### config.mk
export PLATFORM = sky130hd
export DESIGN_NAME = hazard_scoreboard_flat
export DESIGN_NICKNAME = d
export VERILOG_FILES = /design/src/rtl/hazard_scoreboard_pkg.sv /design/src/rtl/hazard_scoreboard_if.sv /design/src/rtl/load_dest_fifo.sv /design/src/rtl/hazard_scoreboard.sv /design/src/flat_wrapper.sv
export SDC_FILE = /design/constraint.sdc
export NUM_CORES = 1
export LEC_CHECK = 0
export CAP_MARGIN = 40
export CORE_ASPECT_RATIO = 0.75
export CORE_UTILIZATION = 30
export CTS_CLUSTER_SIZE = 16
export DETAILED_ROUTE_END_ITERATION = 12
export GPL_TIMING_DRIVEN = 0
export PLACE_DENSITY = 0.57
export SLEW_MARGIN = 20
export SYNTH_ARGS = -nofsm -noshare
export SYNTH_HDL_FRONTEND = slang
export SYNTH_SLANG_ARGS = --single-unit
### constraint.sdc
create_clock -name clk -period 4.5 [get_ports clk]
set_input_delay 0.9 -clock clk [delete_from_list [all_inputs] [get_ports clk]]
set_output_delay 0.9 -clock clk [all_outputs]
set_load 0.01 [all_outputs]
### src/rtl/hazard_scoreboard_pkg.sv
// Shared types and default sizes for the ARM load hazard scoreboard (package arm_hazard_pkg).
package arm_hazard_pkg;

    localparam int DEF_REG_W    = 4;
    localparam int DEF_NUM_REGS = 16;
    localparam int DEF_DEPTH    = 4;

    // Lower encodings win when several stall reasons are active at once.
    typedef enum logic [2:0] {
        NONE     = 3'd0,
        LOAD_USE = 3'd1,
        PENDING  = 3'd2,
        WAW      = 3'd3,
        LSQ_FULL = 3'd4,
        NO_FWD   = 3'd5
    } hazard_cause_t;

endpackage

### src/rtl/hazard_scoreboard_if.sv
// Pipeline-side bundle for the hazard scoreboard: ID/EXE/MEM operand info in, stall request out.
interface hazard_scoreboard_if #(
    parameter int REG_W = arm_hazard_pkg::DEF_REG_W
);
    import arm_hazard_pkg::*;

    // Level signals sampled every cycle; no valid/ready handshake. rsp_valid is a
    // one-cycle pulse meaning "the oldest outstanding load returns now".
    logic             freeze;
    logic             fwd_en;
    logic             id_valid;
    logic [REG_W-1:0] id_rn;
    logic [REG_W-1:0] id_src2;
    logic             id_src1_used;
    logic             id_two_src;
    logic [REG_W-1:0] id_dest;
    logic             id_wb_en;
    logic             id_mem_read;
    logic [REG_W-1:0] exe_dest;
    logic             exe_wb_en;
    logic             exe_mem_read;
    logic [REG_W-1:0] mem_dest;
    logic             mem_wb_en;
    logic             rsp_valid;
    logic             hazard;
    hazard_cause_t    hazard_cause;

    modport master (
        output freeze, fwd_en, id_valid, id_rn, id_src2, id_src1_used, id_two_src,
               id_dest, id_wb_en, id_mem_read, exe_dest, exe_wb_en, exe_mem_read,
               mem_dest, mem_wb_en, rsp_valid,
        input  hazard, hazard_cause
    );

    modport slave (
        input  freeze, fwd_en, id_valid, id_rn, id_src2, id_src1_used, id_two_src,
               id_dest, id_wb_en, id_mem_read, exe_dest, exe_wb_en, exe_mem_read,
               mem_dest, mem_wb_en, rsp_valid,
        output hazard, hazard_cause
    );

endinterface

### src/rtl/load_dest_fifo.sv
// In-order FIFO of destination registers for outstanding loads; head is the next load to return.
module load_dest_fifo #(
    parameter int W     = 4,
    parameter int DEPTH = 4,
    parameter int CNT_W = $clog2(DEPTH + 1)
) (
    input  logic             clk,
    input  logic             rst,
    input  logic             push,
    input  logic             pop,
    input  logic [W-1:0]     din,
    output logic [W-1:0]     head,
    output logic [CNT_W-1:0] count,
    output logic             full,
    output logic             empty
);
    localparam int PTR_W = (DEPTH > 1) ? $clog2(DEPTH) : 1;

    logic [W-1:0]     mem [DEPTH];
    logic [PTR_W-1:0] wptr;
    logic [PTR_W-1:0] rptr;
    logic [CNT_W-1:0] cnt;
    logic             do_push;
    logic             do_pop;

    function automatic logic [PTR_W-1:0] next_ptr(input logic [PTR_W-1:0] p);
        return (p == PTR_W'(DEPTH - 1)) ? '0 : p + PTR_W'(1);
    endfunction

    assign full    = (cnt == CNT_W'(DEPTH));
    assign empty   = (cnt == '0);
    // A push into a full FIFO is fine when the head leaves on the same edge.
    assign do_push = push & (~full | pop);
    assign do_pop  = pop & ~empty;
    assign head    = mem[rptr];
    assign count   = cnt;

    always_ff @(posedge clk) begin
        if (!rst) begin
            wptr <= '0;
            rptr <= '0;
            cnt  <= '0;
            for (int i = 0; i < DEPTH; i++) mem[i] <= '0;
        end else begin
            if (do_push) begin
                mem[wptr] <= din;
                wptr      <= next_ptr(wptr);
            end
            if (do_pop) rptr <= next_ptr(rptr);
            case ({do_push, do_pop})
                2'b10:   cnt <= cnt + CNT_W'(1);
                2'b01:   cnt <= cnt - CNT_W'(1);
                default: cnt <= cnt;
            endcase
        end
    end

endmodule

### src/rtl/hazard_scoreboard.sv
// Load hazard scoreboard beside ID: tracks outstanding loads and raises hazard/hazard_cause.
// Optional HAZARD_PERF_CNT_EN adds stall_cycles/load_use_stalls counters (tied to 0 otherwise).
module hazard_scoreboard
    import arm_hazard_pkg::*;
#(
    parameter int REG_W    = DEF_REG_W,
    parameter int NUM_REGS = DEF_NUM_REGS,
    parameter int DEPTH    = DEF_DEPTH,
    parameter int CNT_W    = $clog2(DEPTH + 1)
) (
    input  logic                 clk,
    input  logic                 rst,
    hazard_scoreboard_if.slave   hz,
    output logic [CNT_W-1:0]     outstanding,
    output logic                 lsq_full,
    output logic                 rsp_err,
    output logic [31:0]          stall_cycles,
    output logic [31:0]          load_use_stalls
);
    logic [REG_W-1:0]    head;
    logic [CNT_W-1:0]    count;
    logic                fifo_full;
    logic                fifo_empty;
    logic                issue;
    logic                pop;
    logic                push_ok;
    logic                drop;
    logic [CNT_W-1:0]    pend [NUM_REGS];
    logic [NUM_REGS-1:0] pend_inc;
    logic [NUM_REGS-1:0] pend_dec;
    logic [CNT_W:0]      occ_next;
    logic                t_load_use;
    logic                t_pending;
    logic                t_waw;
    logic                t_lsq_full;
    logic                t_no_fwd;

    assign issue   = hz.exe_mem_read & hz.exe_wb_en & ~hz.freeze;
    assign pop     = hz.rsp_valid & ~fifo_empty;
    assign push_ok = issue & (~fifo_full | pop);
    assign drop    = issue & ~push_ok;

    load_dest_fifo #(.W(REG_W), .DEPTH(DEPTH), .CNT_W(CNT_W)) u_fifo (
        .clk   (clk),
        .rst   (rst),
        .push  (push_ok),
        .pop   (pop),
        .din   (hz.exe_dest),
        .head  (head),
        .count (count),
        .full  (fifo_full),
        .empty (fifo_empty)
    );

    assign outstanding = count;
    assign lsq_full    = fifo_full;

    always_comb begin
        pend_inc = '0;
        pend_dec = '0;
        for (int i = 0; i < NUM_REGS; i++) begin
            pend_inc[i] = push_ok && (hz.exe_dest == REG_W'(i));
            pend_dec[i] = pop && (head == REG_W'(i));
        end
    end

    always_ff @(posedge clk) begin
        if (!rst) begin
            for (int i = 0; i < NUM_REGS; i++) pend[i] <= '0;
        end else begin
            for (int i = 0; i < NUM_REGS; i++) begin
                case ({pend_inc[i], pend_dec[i]})
                    2'b10: if (pend[i] != CNT_W'(DEPTH)) pend[i] <= pend[i] + CNT_W'(1);
                    2'b01: if (pend[i] != '0) pend[i] <= pend[i] - CNT_W'(1);
                    default: pend[i] <= pend[i];
                endcase
            end
        end
    end

    always_ff @(posedge clk) begin
        if (!rst) rsp_err <= 1'b0;
        else if ((hz.rsp_valid & fifo_empty) | drop) rsp_err <= 1'b1;
    end

    // The last copy of r returning this cycle is forwarded/written now, so r is free.
    function automatic logic busy(input logic [REG_W-1:0] r);
        return (pend[r] != '0) && !((pend[r] == CNT_W'(1)) && pop && (head == r));
    endfunction

    function automatic logic src_hit(input logic [REG_W-1:0] r);
        return (hz.id_src1_used && (hz.id_rn == r)) || (hz.id_two_src && (hz.id_src2 == r));
    endfunction

    assign occ_next = {1'b0, count} + (CNT_W + 1)'(issue) - (CNT_W + 1)'(pop);

    always_comb begin
        t_load_use = hz.id_valid && hz.exe_mem_read && src_hit(hz.exe_dest);
        t_pending  = hz.id_valid && ((hz.id_src1_used && busy(hz.id_rn)) ||
                                     (hz.id_two_src && busy(hz.id_src2)));
        t_waw      = hz.id_valid && hz.id_wb_en && busy(hz.id_dest);
        t_lsq_full = hz.id_valid && hz.id_mem_read && (occ_next >= (CNT_W + 1)'(DEPTH));
        t_no_fwd   = hz.id_valid && !hz.fwd_en &&
                     ((hz.exe_wb_en && src_hit(hz.exe_dest)) ||
                      (hz.mem_wb_en && src_hit(hz.mem_dest)));

        hz.hazard       = t_load_use | t_pending | t_waw | t_lsq_full | t_no_fwd;
        hz.hazard_cause = NONE;
        if (t_load_use)      hz.hazard_cause = LOAD_USE;
        else if (t_pending)  hz.hazard_cause = PENDING;
        else if (t_waw)      hz.hazard_cause = WAW;
        else if (t_lsq_full) hz.hazard_cause = LSQ_FULL;
        else if (t_no_fwd)   hz.hazard_cause = NO_FWD;
    end

`ifdef HAZARD_PERF_CNT_EN
    logic [31:0] stall_q;
    logic [31:0] lu_q;

    always_ff @(posedge clk) begin
        if (!rst) begin
            stall_q <= '0;
            lu_q    <= '0;
        end else begin
            if (hz.hazard && !hz.freeze) stall_q <= stall_q + 32'd1;
            if (hz.hazard_cause == LOAD_USE) lu_q <= lu_q + 32'd1;
        end
    end

    assign stall_cycles    = stall_q;
    assign load_use_stalls = lu_q;
`else
    assign stall_cycles    = '0;
    assign load_use_stalls = '0;
`endif

endmodule

### src/flat_wrapper.sv
// flat-port wrapper written by rule: the top's interface ports become plain ports
module hazard_scoreboard_flat import arm_hazard_pkg::*;
#(
    parameter int REG_W    = DEF_REG_W,
    parameter int NUM_REGS = DEF_NUM_REGS,
    parameter int DEPTH    = DEF_DEPTH,
    parameter int CNT_W    = $clog2(DEPTH + 1)
)
  (clk, rst, outstanding, lsq_full, rsp_err, stall_cycles, load_use_stalls, hz_freeze, hz_fwd_en, hz_id_valid, hz_id_rn, hz_id_src2, hz_id_src1_used, hz_id_two_src, hz_id_dest, hz_id_wb_en, hz_id_mem_read, hz_exe_dest, hz_exe_wb_en, hz_exe_mem_read, hz_mem_dest, hz_mem_wb_en, hz_rsp_valid, hz_hazard, hz_hazard_cause);
  hazard_scoreboard_if #(.REG_W(REG_W)) hz_i ();
  input  logic clk;
  input  logic rst;
  output logic [CNT_W-1:0] outstanding;
  output logic lsq_full;
  output logic rsp_err;
  output logic [31:0] stall_cycles;
  output logic [31:0] load_use_stalls;
  input wire logic [$bits(hz_i.freeze)-1:0] hz_freeze;
  input wire logic [$bits(hz_i.fwd_en)-1:0] hz_fwd_en;
  input wire logic [$bits(hz_i.id_valid)-1:0] hz_id_valid;
  input wire logic [$bits(hz_i.id_rn)-1:0] hz_id_rn;
  input wire logic [$bits(hz_i.id_src2)-1:0] hz_id_src2;
  input wire logic [$bits(hz_i.id_src1_used)-1:0] hz_id_src1_used;
  input wire logic [$bits(hz_i.id_two_src)-1:0] hz_id_two_src;
  input wire logic [$bits(hz_i.id_dest)-1:0] hz_id_dest;
  input wire logic [$bits(hz_i.id_wb_en)-1:0] hz_id_wb_en;
  input wire logic [$bits(hz_i.id_mem_read)-1:0] hz_id_mem_read;
  input wire logic [$bits(hz_i.exe_dest)-1:0] hz_exe_dest;
  input wire logic [$bits(hz_i.exe_wb_en)-1:0] hz_exe_wb_en;
  input wire logic [$bits(hz_i.exe_mem_read)-1:0] hz_exe_mem_read;
  input wire logic [$bits(hz_i.mem_dest)-1:0] hz_mem_dest;
  input wire logic [$bits(hz_i.mem_wb_en)-1:0] hz_mem_wb_en;
  input wire logic [$bits(hz_i.rsp_valid)-1:0] hz_rsp_valid;
  output wire logic [$bits(hz_i.hazard)-1:0] hz_hazard;
  output wire logic [$bits(hz_i.hazard_cause)-1:0] hz_hazard_cause;
  assign hz_i.freeze = hz_freeze;
  assign hz_i.fwd_en = hz_fwd_en;
  assign hz_i.id_valid = hz_id_valid;
  assign hz_i.id_rn = hz_id_rn;
  assign hz_i.id_src2 = hz_id_src2;
  assign hz_i.id_src1_used = hz_id_src1_used;
  assign hz_i.id_two_src = hz_id_two_src;
  assign hz_i.id_dest = hz_id_dest;
  assign hz_i.id_wb_en = hz_id_wb_en;
  assign hz_i.id_mem_read = hz_id_mem_read;
  assign hz_i.exe_dest = hz_exe_dest;
  assign hz_i.exe_wb_en = hz_exe_wb_en;
  assign hz_i.exe_mem_read = hz_exe_mem_read;
  assign hz_i.mem_dest = hz_mem_dest;
  assign hz_i.mem_wb_en = hz_mem_wb_en;
  assign hz_i.rsp_valid = hz_rsp_valid;
  assign hz_hazard = hz_i.hazard;
  assign hz_hazard_cause = hz_i.hazard_cause;
  hazard_scoreboard #(.REG_W(REG_W), .NUM_REGS(NUM_REGS), .DEPTH(DEPTH), .CNT_W(CNT_W)) u_core (.clk(clk), .rst(rst), .hz(hz_i), .outstanding(outstanding), .lsq_full(lsq_full), .rsp_err(rsp_err), .stall_cycles(stall_cycles), .load_use_stalls(load_use_stalls));
endmodule
==> qor.csv, run 1 <==
stage,metric,value,unit
route,Pre-antenna DRT Iters,6,
worst_setup_path,Critical Path Sink Type,output pin,
yosys,Synth area leaders,"edfxtp_1 (27%), mux4_2 (8.5%), ha_1 (7.2%), buf_4 (6.7%), nor2_1 (4.9%)",
worst_setup_path,crit path cell chain,clkdlybuf4s15_2 > buf_4 > mux4_2 > mux2i_2 > nor4b_1 > a311oi_1 > a2111oi_2 > nor4b_2 > nor2_1 > clkdlybuf4s50_1,
finish,ANT cells,0,
finish,Reg area,0.00212,mm²
clock_network,latest clock arrival within the worst-skew pair,0.34,ns
clock_network,TritonCTS buffer count,9,
run_status,status,finished clean,
power,maximum vdd drop,0.152,mV
timing,Slew HR,0.446,
job,Max-Cap Viols,0,
timing,unrepaired setup endpoints after global routing,false,
timing,Clock Skew,0.00550,ns
finish,multi-input logic area,0.00438,mm²
global_routing,antenna violations before repair,1,
placement,IO buf count,32,
floorplan,Initial Util,0.309,
floorplan,Die Y,136,µm
floorplan,Core Area,0.0232,mm²
yosys,Mapped Cells,775,
clock_network,Longest Clk Path Bufs,2,
finish,share of post-route cells with drive strength above 1,0.170,
timing,setup_tns,0,ns
route,detailed-route wire length,20.0,mm
worst_setup_path,"Largest stage delay, worst path",0.48,ns
clock_network,Sink Count,74,
timing,period utilization,0.980,
finish,# fillers,2397,
timing,Final setup viols,0,
worst_setup_path,Worst Path Required,3.60,ns
global_routing,first-pass GRT wire length,31.2,mm
yosys,most common cell in the netlist,nor2_1,
clock_network,H-tree levels,3,
worst_setup_path,CP max-delay cell,clkdlybuf4s50_1,
global_routing,vias in the first global route,5402,
yosys,sequential fraction of the synthesis area,0.297,
worst_setup_path,Startpoint Class,input pin,
timing,Slew Limit Fails,0,
yosys,"FFs w/ async S/R, synth",0,
route,Vias,5849,
yosys,top cell type's share of synthesized area,0.269,
global_routing,remaining global-route overflow,0,
global_routing,pin count of the biggest net entering global routing,15,
finish,Final Util,0.365,
power,Power Dens Cells,275,mW/mm²
yosys,ys flop type,edfxtp_1,
worst_setup_path,Max Fanout on Critical Path,10,
yosys,synth warn,0,
route,DR WL/cell,16.8,µm
yosys,area of the mapped netlist,0.00716,mm²
finish,"Area growth, synth to finish",18.3,%
route,Final ANT Viol Nets,0,
clock_network,clock-pin slew on the worst setup and hold paths,0.06,ns
timing,worst-margin pin slew,0.822,ns
power,Lkg Pwr,3.56,nW
yosys,"Avg Cell Area, Syn",9.23,µm²
yosys,Yosys cell types,61,
floorplan,row count,48,
finish,fin nets,974,
yosys,Yosys reg bits,74,
clock_network,CTS Hold Bufs,0,
worst_setup_path,CP Class,input pin to output pin,
timing,Final Hold Viols,0,
yosys,Post-synth top cells,"nor2_1 (93), inv_1 (81), buf_4 (64), edfxtp_1 (64), nand2_1 (56)",
route,Vias/cell,4.92,
clock_network,CTS Root Cell,clkbuf_16,
timing,hold slack,0.477,ns
timing,fmax,0.227,GHz
min_path,worst hold path class,flip-flop to flip-flop,
placement,RD Place Congestion,0.969,
yosys,number of synthesized flops with an enable pin,64,
worst_setup_path,Critical Path AT,3.51,ns
route,DRT iter0 DRCs,485,
floorplan,chip width,180,µm
timing,fin crit period,4.41,ns
floorplan,num ports,106,
clock_network,TritonCTS clock tree,done,
floorplan,Die ar.,0.0245,mm²
placement,DP HPWL,15.8,mm
yosys,dominant cell type by area after synthesis,edfxtp_1,
route,DR DRC count,0,
global_routing,total track usage,0.166,
==> where the power goes <==
part | switching (mW) | internal, mW
registers | 0.0758 | 0.813
logic | 0.397 | 0.315
clock network | 0.314 | 0.412
==> cell type report <==
cell class | count | area share
Multi-Input combinational cell | 584 | 0.517
Sequential cell | 74 | 0.251
Timing Repair Buffer | 35 | 0.0415
Clock buffer | 10 | 0.0295
Tap cell | 300 | 0.0443
Clock inverter | 6 | 0.00517
Inverter | 83 | 0.0368
Buffer | 97 | 0.0750
==> cells by family after synthesis <==
logic type | synth area share
and+or+nand+nor | 0.162
buffers and inverters | 0.131
AOI/OAI and AO/OA | 0.112
DFF | 0.297
adders and majority gates | 0.116
xor gates and xnor gates | 0.0708
muxes | 0.110
other | 0.000524
==> through the flow <==
stage	power [mW]	cell area, µm²	setup slack (ns)	std cells
2_1_floorplan	1.37	7390	0.745	838
3_3_place_gp	1.58	8090	-0.662	1170
3_5_place_dp	1.59	8090	-0.695	1170
4_1_cts	2.32	8420	0.00882	1186
5_1_grt	2.45	8470	0.0151	1189
6_report	2.33	8470	0.0916	1189
==> flip-flops by register name (all words and copies together) (netlist names), named ones only <==
signal / count
u_core.u_fifo.wptr: 2
u_core.u_fifo.mem: 16
u_core.u_fifo.count: 3
u_core.pend: 48
u_core.u_fifo.rptr: 2
u_core.rsp_err: 1
==> what timing repair did <==
action / in CTS / in global routing
buffers inserted: 0 / 1
gates resized for setup: 21 / 12
pin swaps: 0 / 2
setup endpoints to repair: 9 / 30
==> layout by cell type, fill, tap and decap left out, types with 6 or more instances in the layout <==
master	count
nor2_1	91
inv_1	80
buf_4	68
conb_1	64
edfxtp_1	64
nand2_1	56
ha_1	41
xor2_1	31
mux4_2	27
xnor2_1	25
o21ai_0	25
clkdlybuf4s50_1	24
a21oi_1	23
clkbuf_1	18
mux2i_1	16
fa_1	16
and2_1	15
nor3_1	15
o311ai_0	13
nand3_1	11
nand2b_1	11
dfxtp_1	10
clkbuf_16	10
buf_2	9
nor2b_1	9
a31o_2	8
a2111oi_0	7
o31ai_1	7
a21boi_0	6
==> worst max-delay path, delay by kind of cell <==
family / cells / cell delay [ns]
multiplexers: 2 / 0.60
AO/OA/AOI/OAI: 2 / 0.42
AND/OR/NAND/NOR: 3 / 0.57
buffers and inverters: 3 / 1.01
==> worst paths after layout <==
kind | start | endpoint | slack [ns] | cells past startpoint
max | hz_id_src2[2] | hz_hazard_cause[1] | 0.09 | 10
min | u_core.rsp_err | u_core.rsp_err | 0.48 | 2
max reg2reg | flip-flop | u_core.pend[8][2] | 0.78 | 11
min reg2reg | u_core.rsp_err | u_core.rsp_err | 0.48 | 2
==> per-layer routing <==
metal	wire (µm)	global-route usage	up-vias
met4	133	0.0228	2
met5	43	0.0120	-
met1	9740	0.252	2806
met2	8150	0.239	248
li1	-	-	2778
met3	1900	0.0414	15
(Power assumes the default switching activity.)
==> run 2: changes to the inputs <==
Settings changed: ABC_AREA from default to 1, PLACE_DENSITY 0.57 to 0.59.
Clock period 4.5 ns to 3.65 ns, I/O delays scaled along.
==> run 2 against run 1 <==
Setup slack worse by 0.032 ns; first-iteration DRC count grew 55%; clock skew up 0.0036 ns; via count increased by 19%; critical path type unchanged; wire length increased by 14%; sequential share of layout area down 0.66 points.
==> qor.csv, run 2 <==
stage,metric,value,unit
clock_network,TritonCTS buffer count,9,
yosys,area of the mapped netlist,0.00729,mm²
yosys,dominant cell type by area after synthesis,edfxtp_1,
route,Vias,6942,
run_status,status,finished clean,
yosys,most common cell in the netlist,nand2_1,
timing,Final Hold Viols,0,
timing,Clock Skew,0.00908,ns
floorplan,Die ar.,0.0249,mm²
placement,Setup WS pre-CTS,-0.575,ns
yosys,Yosys cell types,38,
yosys,sequential fraction of the synthesis area,0.291,
finish,number of flip-flops in the largest register,48,
power,Power Dens Cells,371,mW/mm²
placement,# placed instances,1391,
floorplan,num ports,106,
yosys,synth warn,0,
worst_setup_path,Max Fanout on Critical Path,9,
route,Vias/cell,4.89,
timing,period utilization,0.984,
yosys,Mapped Cells,992,
floorplan,Initial Util,0.311,
power,Lkg Pwr,4.03,nW
finish,post-route cell area,0.00870,mm²
finish,Reg area,0.00212,mm²
global_routing,antenna violations before repair,0,
route,detailed-route wire length,22.7,mm
route,Pre-antenna DRT Iters,6,
yosys,Post-synth top cells,"nand2_1 (167), inv_1 (149), nor2_1 (99)",
yosys,Synth area leaders,"edfxtp_1 (26%), nand2_1 (8.6%), inv_1 (7.7%), buf_4 (7.4%), ha_1 (7.0%)",
finish,fin nets,1204,
finish,multi-input logic area,0.00414,mm²
timing,hold slack,0.522,ns
global_routing,first-pass GRT wire length,34.5,mm
clock_network,CTS Root Cell,clkbuf_16,
yosys,"Avg Cell Area, Syn",7.35,µm²
global_routing,total track usage,0.184,
clock_network,Sink Count,74,
worst_setup_path,Reg2Reg Depth,15,
worst_setup_path,Most common cell on crit path,nand2_1,
yosys,"FFs w/ async S/R, synth",0,
timing,fmax,0.279,GHz
finish,ANT cells,0,
floorplan,chip width,182,µm
worst_setup_path,CP Class,input pin to output pin,
power,total power,3.23,mW
worst_setup_path,Critical Path Sink Type,output pin,
finish,"Area growth, synth to finish",19.3,%
finish,share of post-route cells with drive strength above 1,0.152,
worst_setup_path,Startpoint Class,input pin,
job,Max-Cap Viols,0,
route,DRT iter0 DRCs,752,
placement,DP HPWL,17.7,mm
yosys,top cell type's share of synthesized area,0.264,
yosys,number of synthesized flops with an enable pin,64,
finish,"most common cell after layout, fill and taps aside",nand2_1,
route,DR DRC count,0,
clock_network,TritonCTS clock tree,done,
finish,most frequent cells in the layout,"nand2_1 (167), inv_1 (144), nor2_1 (97)",
finish,Final Util,0.371,
timing,worst-margin pin slew,0.896,ns
worst_setup_path,CP max-delay cell,clkdlybuf4s50_1,
worst_setup_path,crit path cell chain,buf_2 > inv_1 > nand3_1 > nand3_1 > nand2_1 > nand2_1 > nand2_1 > nand2_1 > nand2_1 > nand2_2 > a21oi_1 > clkdlybuf4s50_1,
power,maximum vdd drop,0.225,mV
clock_network,Longest Clk Path Bufs,2,
clock_network,latest clock arrival within the worst-skew pair,0.36,ns
floorplan,Core Area,0.0234,mm²
timing,setup_tns,0,ns
min_path,worst hold path class,flip-flop to flip-flop,
finish,"Most flops, register",u_core.pend,
timing,Slew HR,0.395,
yosys,Yosys reg bits,74,
yosys,ys flop type,edfxtp_1,
global_routing,remaining global-route overflow,0,
timing,fin crit period,3.59,ns
placement,RD Place Congestion,0.958,
finish,# fillers,2530,
placement,IO buf count,36,
timing,Final setup viols,0,
clock_network,H-tree levels,3,
global_routing,vias in the first global route,6180,
global_routing,pin count of the biggest net entering global routing,15,
timing,worst setup margin,0.0598,ns
min_path,hold path cells,1,
clock_network,clock-pin slew on the worst setup and hold paths,0.06,ns
timing,unrepaired setup endpoints after global routing,true,
worst_setup_path,Critical Path AT,2.86,ns
floorplan,row count,48,
timing,Slew Limit Fails,0,
route,DR WL/cell,16.0,µm
route,Final ANT Viol Nets,0,
floorplan,Die Y,137,µm
placement,area of placed instances,0.00826,mm²
worst_setup_path,"Largest stage delay, worst path",0.55,ns
worst_setup_path,Worst Path Required,2.92,ns
finish,Non-Filler Instances,1419,
## run 2: changes by cell type in the layout (fill, tap and decap cells not counted), sizes merged, moves of 21 or more
| cell | before | now |
|---|---|---|
| o21ai | 28 | 90 |
| inv | 86 | 159 |
| nand2 | 56 | 176 |
| nand3 | 11 | 80 |
| a21oi | 23 | 44 |
| mux4 | 27 | 0 |
| xnor2 | 26 | 5 |
## run 2: worst max-delay path: cells and delay by family
kind	cells	cell delay (ns)
AND/OR/NAND/NOR	8	0.83
buffers and inverters	3	1.12
AO/OA/AOI/OAI	1	0.15
## run 2: power by group
part	internal (mW)	switching (mW)	leakage, nW	total (mW)
logic	0.443	0.730	3.16	1.17
registers	1.03	0.106	0.737	1.13
clock network	0.533	0.387	0.138	0.920
total	2.00	1.22	4.03	3.23
## run 2: worst paths after layout
path | startpoint | to | slack, ns
worst max register to register | u_core.u_fifo.count[1] | u_core.pend[10][2] | 0.24
worst min register to register | u_core.rsp_err | u_core.rsp_err | 0.52
worst max-delay path | hz_id_src2[2] | hz_hazard_cause[1] | 0.06
worst min-delay path | u_core.rsp_err | u_core.rsp_err | 0.52
## run 2: area by class of cell
class,count,area share
plain buffers,93,0.0803
clock buffers,9,0.0259
clock inverters,7,0.00906
inverters,159,0.0705
multi-input cells,729,0.476
flip-flops and latches,74,0.244
well taps,300,0.0432
repair buffers,48,0.0508
## run 2: kinds of logic (layout without fill, tap and decap cells)
logic type	Yosys count	in the layout	synth area share
other	1	64	0.000514
adder cells (fa/ha/maj)	57	57	0.114
flip-flops	74	74	0.291
AO/OA/AOI/OAI	181	181	0.143
AND/OR/NAND/NOR	390	390	0.231
XOR/XNOR	37	37	0.0445
buffers and inverters	252	316	0.175
## run 2: what timing repair did
| item | CTS | global route |
|---|---|---|
| endpoints found under the setup margin | 5 | 4 |
| gates resized for setup | 29 | 28 |
| hold buffers | 0 | 0 |
| endpoints found under the hold margin | 0 | 0 |
| buffers inserted | 5 | 0 |
| pin swaps | 4 | 5 |
## run 2: routing by layer
| metal | vias to the layer above | wire (µm) | part of all wire | global-route usage |
|---|---|---|---|---|
| met4 | 0 | 331 | 0.015 | 0.0509 |
| met2 | 354 | 8970 | 0.40 | 0.259 |
| li1 | 3351 | - | - | - |
| met1 | 3206 | 11000 | 0.49 | 0.273 |
| met3 | 31 | 2350 | 0.10 | 0.0484 |
| met5 | - | 0 | 0 | 0 |
==> run 3: changes to the inputs <==
Settings changed: RECOVER_POWER from default to 100, SYNTH_HIERARCHICAL from default to 1.
==> run 3 against run 2 <==
Setup slack got worse by 0.035 ns; critical endpoint unchanged; non-clock buffer count rose by 7; clock power rose by 1%.
==> qor.csv, run 3 <==
stage,metric,value,unit
worst_setup_path,"Largest stage delay, worst path",0.53,ns
worst_setup_path,Reg2Reg Depth,19,
yosys,top cell type's share of synthesized area,0.259,
clock_network,H-tree levels,3,
floorplan,row count,49,
floorplan,num ports,106,
floorplan,chip width,183,µm
worst_setup_path,CP max-delay cell,clkdlybuf4s50_1,
clock_network,Longest Clk Path Bufs,2,
worst_setup_path,crit path cell chain,clkdlybuf4s50_1 > clkbuf_2 > a21oi_1 > o21ai_0 > nand2_1 > nand2_1 > nand2_1 > nor2_1 > nand3_1 > nand3b_1 > buf_4 > a21oi_2 > dlygate4sd2_1,
worst_setup_path,Most common cell on crit path,nand2_1,
yosys,most common cell in the netlist,inv_1,
route,DR WL/cell,15.1,µm
timing,hold slack,0.524,ns
yosys,Mapped Cells,1028,
route,DRT iter0 DRCs,717,
timing,period utilization,0.993,
yosys,synth warn,6,
yosys,number of synthesized flops with an enable pin,64,
route,DR DRC count,0,
floorplan,Core Area,0.0241,mm²
finish,fin nets,1246,
placement,area of placed instances,0.00846,mm²
worst_setup_path,Setup crit end,hz_hazard_cause[1],
route,Vias/cell,4.66,
placement,DP HPWL,17.6,mm
clock_network,CTS Hold Bufs,0,
min_path,hold path cells,2,
run_status,status,finished clean,
timing,fmax,0.276,GHz
clock_network,CTS Root Cell,clkbuf_16,
clock_network,TritonCTS buffer count,9,
placement,RD Place Congestion,1.01,
timing,Clock Skew,0.0101,ns
placement,# placed instances,1462,
yosys,Yosys reg bits,74,
clock_network,clock-pin slew on the worst setup and hold paths,0.06,ns
worst_setup_path,Critical Path AT,2.90,ns
power,Power Dens Cells,307,mW/mm²
placement,IO buf count,40,
timing,worst-margin pin slew,0.786,ns
finish,post-route cell area,0.00888,mm²
min_path,HP Start,u_core/u_fifo/rptr[1],
floorplan,Die Y,138,µm
yosys,Synth area leaders,"edfxtp_1 (26%), inv_1 (9.2%), nand2_1 (8.9%), ha_1 (6.9%), buf_4 (6.9%)",
worst_setup_path,r2r setup slk,0.26,ns
yosys,"Avg Cell Area, Syn",7.21,µm²
timing,fin crit period,3.63,ns
power,maximum vdd drop,0.229,mV
worst_setup_path,CP bufs+invs,4,
min_path,worst hold path class,flip-flop to flip-flop,
global_routing,first-pass GRT wire length,35.0,mm
worst_setup_path,reg-to-reg critical path startpoint,u_core/u_fifo/count[0],
finish,most frequent cells in the layout,"inv_1 (178), nand2_1 (176), nor2_1 (115)",
timing,Slew HR,0.469,
finish,"Area growth, synth to finish",19.8,%
job,Max-Cap Viols,0,
global_routing,antenna violations before repair,0,
worst_setup_path,"CP delay by family, top",buffers and inverters,
worst_setup_path,Levels on crit path,13,
finish,"Most flops, register",u_core/pend,
floorplan,Initial Util,0.308,
route,Vias,6954,
worst_setup_path,CP Class,input pin to output pin,
route,Pre-antenna DRT Iters,6,
global_routing,vias in the first global route,6311,
route,Final ANT Viol Nets,0,
worst_setup_path,R2R Path End,u_core/pend[8][2],
worst_setup_path,Max Fanout on Critical Path,10,
timing,setup_tns,0,ns
finish,Final Util,0.369,
global_routing,remaining global-route overflow,0,
finish,number of flip-flops in the largest register,48,
worst_setup_path,Worst Path Required,2.92,ns
worst_setup_path,Critical Path Sink Type,output pin,
finish,share of post-route cells with drive strength above 1,0.140,
clock_network,latest clock arrival within the worst-skew pair,0.36,ns
clock_network,TritonCTS clock tree,done,
finish,Non-Filler Instances,1492,
yosys,dominant cell type by area after synthesis,edfxtp_1,
finish,"most common cell after layout, fill and taps aside",inv_1,
yosys,Yosys cell types,43,
power,Lkg Pwr,4.17,nW
worst_setup_path,Worst setup startpoint,hz_id_dest[1],
yosys,area of the mapped netlist,0.00741,mm²
worst_setup_path,Startpoint Class,input pin,
clock_network,Sink Count,74,
timing,Slew Limit Fails,0,
yosys,sequential fraction of the synthesis area,0.286,
yosys,"FFs w/ async S/R, synth",0,
timing,Final setup viols,0,
route,detailed-route wire length,22.5,mm
yosys,Post-synth top cells,"inv_1 (182), nand2_1 (176), nor2_1 (115)",
global_routing,total track usage,0.180,
timing,Final Hold Viols,0,
yosys,ys flop type,edfxtp_1,
global_routing,pin count of the biggest net entering global routing,13,
finish,ANT cells,0,
floorplan,Die ar.,0.0253,mm²
run 3: power by group:
group          leakage (nW)  total (mW)  switching, mW  internal, mW
logic                  3.29       0.737          0.456         0.281
clock network         0.146       0.933          0.364         0.569
registers             0.737        1.06         0.0646         0.995
run 3: worst register-to-register path: stages (launching register included):
cell and delay (ns):
dfxtp_1 0.37, nor2_4 0.15, nand2_1 0.12, inv_1 0.13, nor2_4 0.07, buf_6 0.13
inv_1 0.18, nand2_1 0.08, nand2_1 0.14, clkinvlp_4 0.17, nand3_4 0.14, nor2_1 0.07
inv_1 0.06, ha_1 0.13, o311ai_0 0.26, fa_1 0.47, xor2_1 0.18, xor2_1 0.16
nand2_1 0.10, inv_1 0.04
run 3: cell type report:
| cell class | instances | area, µm² |
|---|---|---|
| Multi-Input combinational cell | 735 | 4180 |
| Sequential cell | 74 | 2120 |
| Tap cell | 331 | 414 |
| Inverter | 188 | 712 |
| Buffer | 94 | 651 |
| Fill cell | 2527 | 15200 |
| Clock buffer | 13 | 260 |
| Timing Repair Buffer | 54 | 492 |
| Clock inverter | 3 | 46.3 |
run 3: cell families (layout without fill, tap and decap cells):
| family | after synthesis | in the layout | synth area share |
|---|---|---|---|
| compound gates | 165 | 165 | 0.126 |
| xor+xnor | 36 | 36 | 0.0426 |
| buf+inv | 282 | 352 | 0.185 |
| flops | 74 | 74 | 0.286 |
| other cells | 1 | 64 | 0.000506 |
| simple gates | 413 | 413 | 0.247 |
| fa+ha+maj | 57 | 57 | 0.112 |
run 3: timing repair:
item	CTS	global route
endpoints found under the hold margin	0	0
setup endpoints to repair	48	57
gates resized for setup	22	28
buffers inserted	9	5
pin swaps	6	10
run 3: layer usage:
metal	wire, µm	GRT usage	part of all wire	vias up
met5	0	0	0	-
met4	333	0.0491	0.015	0
met3	1810	0.0395	0.080	28
met2	9540	0.262	0.42	290
met1	10800	0.265	0.48	3202
li1	-	-	-	3434
run 3: stage by stage:
| step | setup slack, ns | power [mW] |
|---|---|---|
| after floorplan | 0.610 | 1.55 |
| after CTS | 0.00742 | 2.73 |
| final | 0.0243 | 2.73 |
| after detailed placement | -0.644 | 1.77 |
| after global routing | -0.0376 | 2.87 |
| after global placement | -0.628 | 1.76 |
run 3: worst min-delay path by stage:
| stage | slack, ns | endpoint |
|---|---|---|
| after floorplan | 0.48 | u_core/u_fifo/wptr[0] |
| after global placement | 0.50 | u_core/u_fifo/rptr[1] |
| after detailed placement | 0.51 | u_core/rsp_err |
| after CTS | 0.53 | u_core/u_fifo/rptr[1] |
| after global routing | 0.53 | u_core/rsp_err |
| final | 0.52 | u_core/u_fifo/rptr[1] |
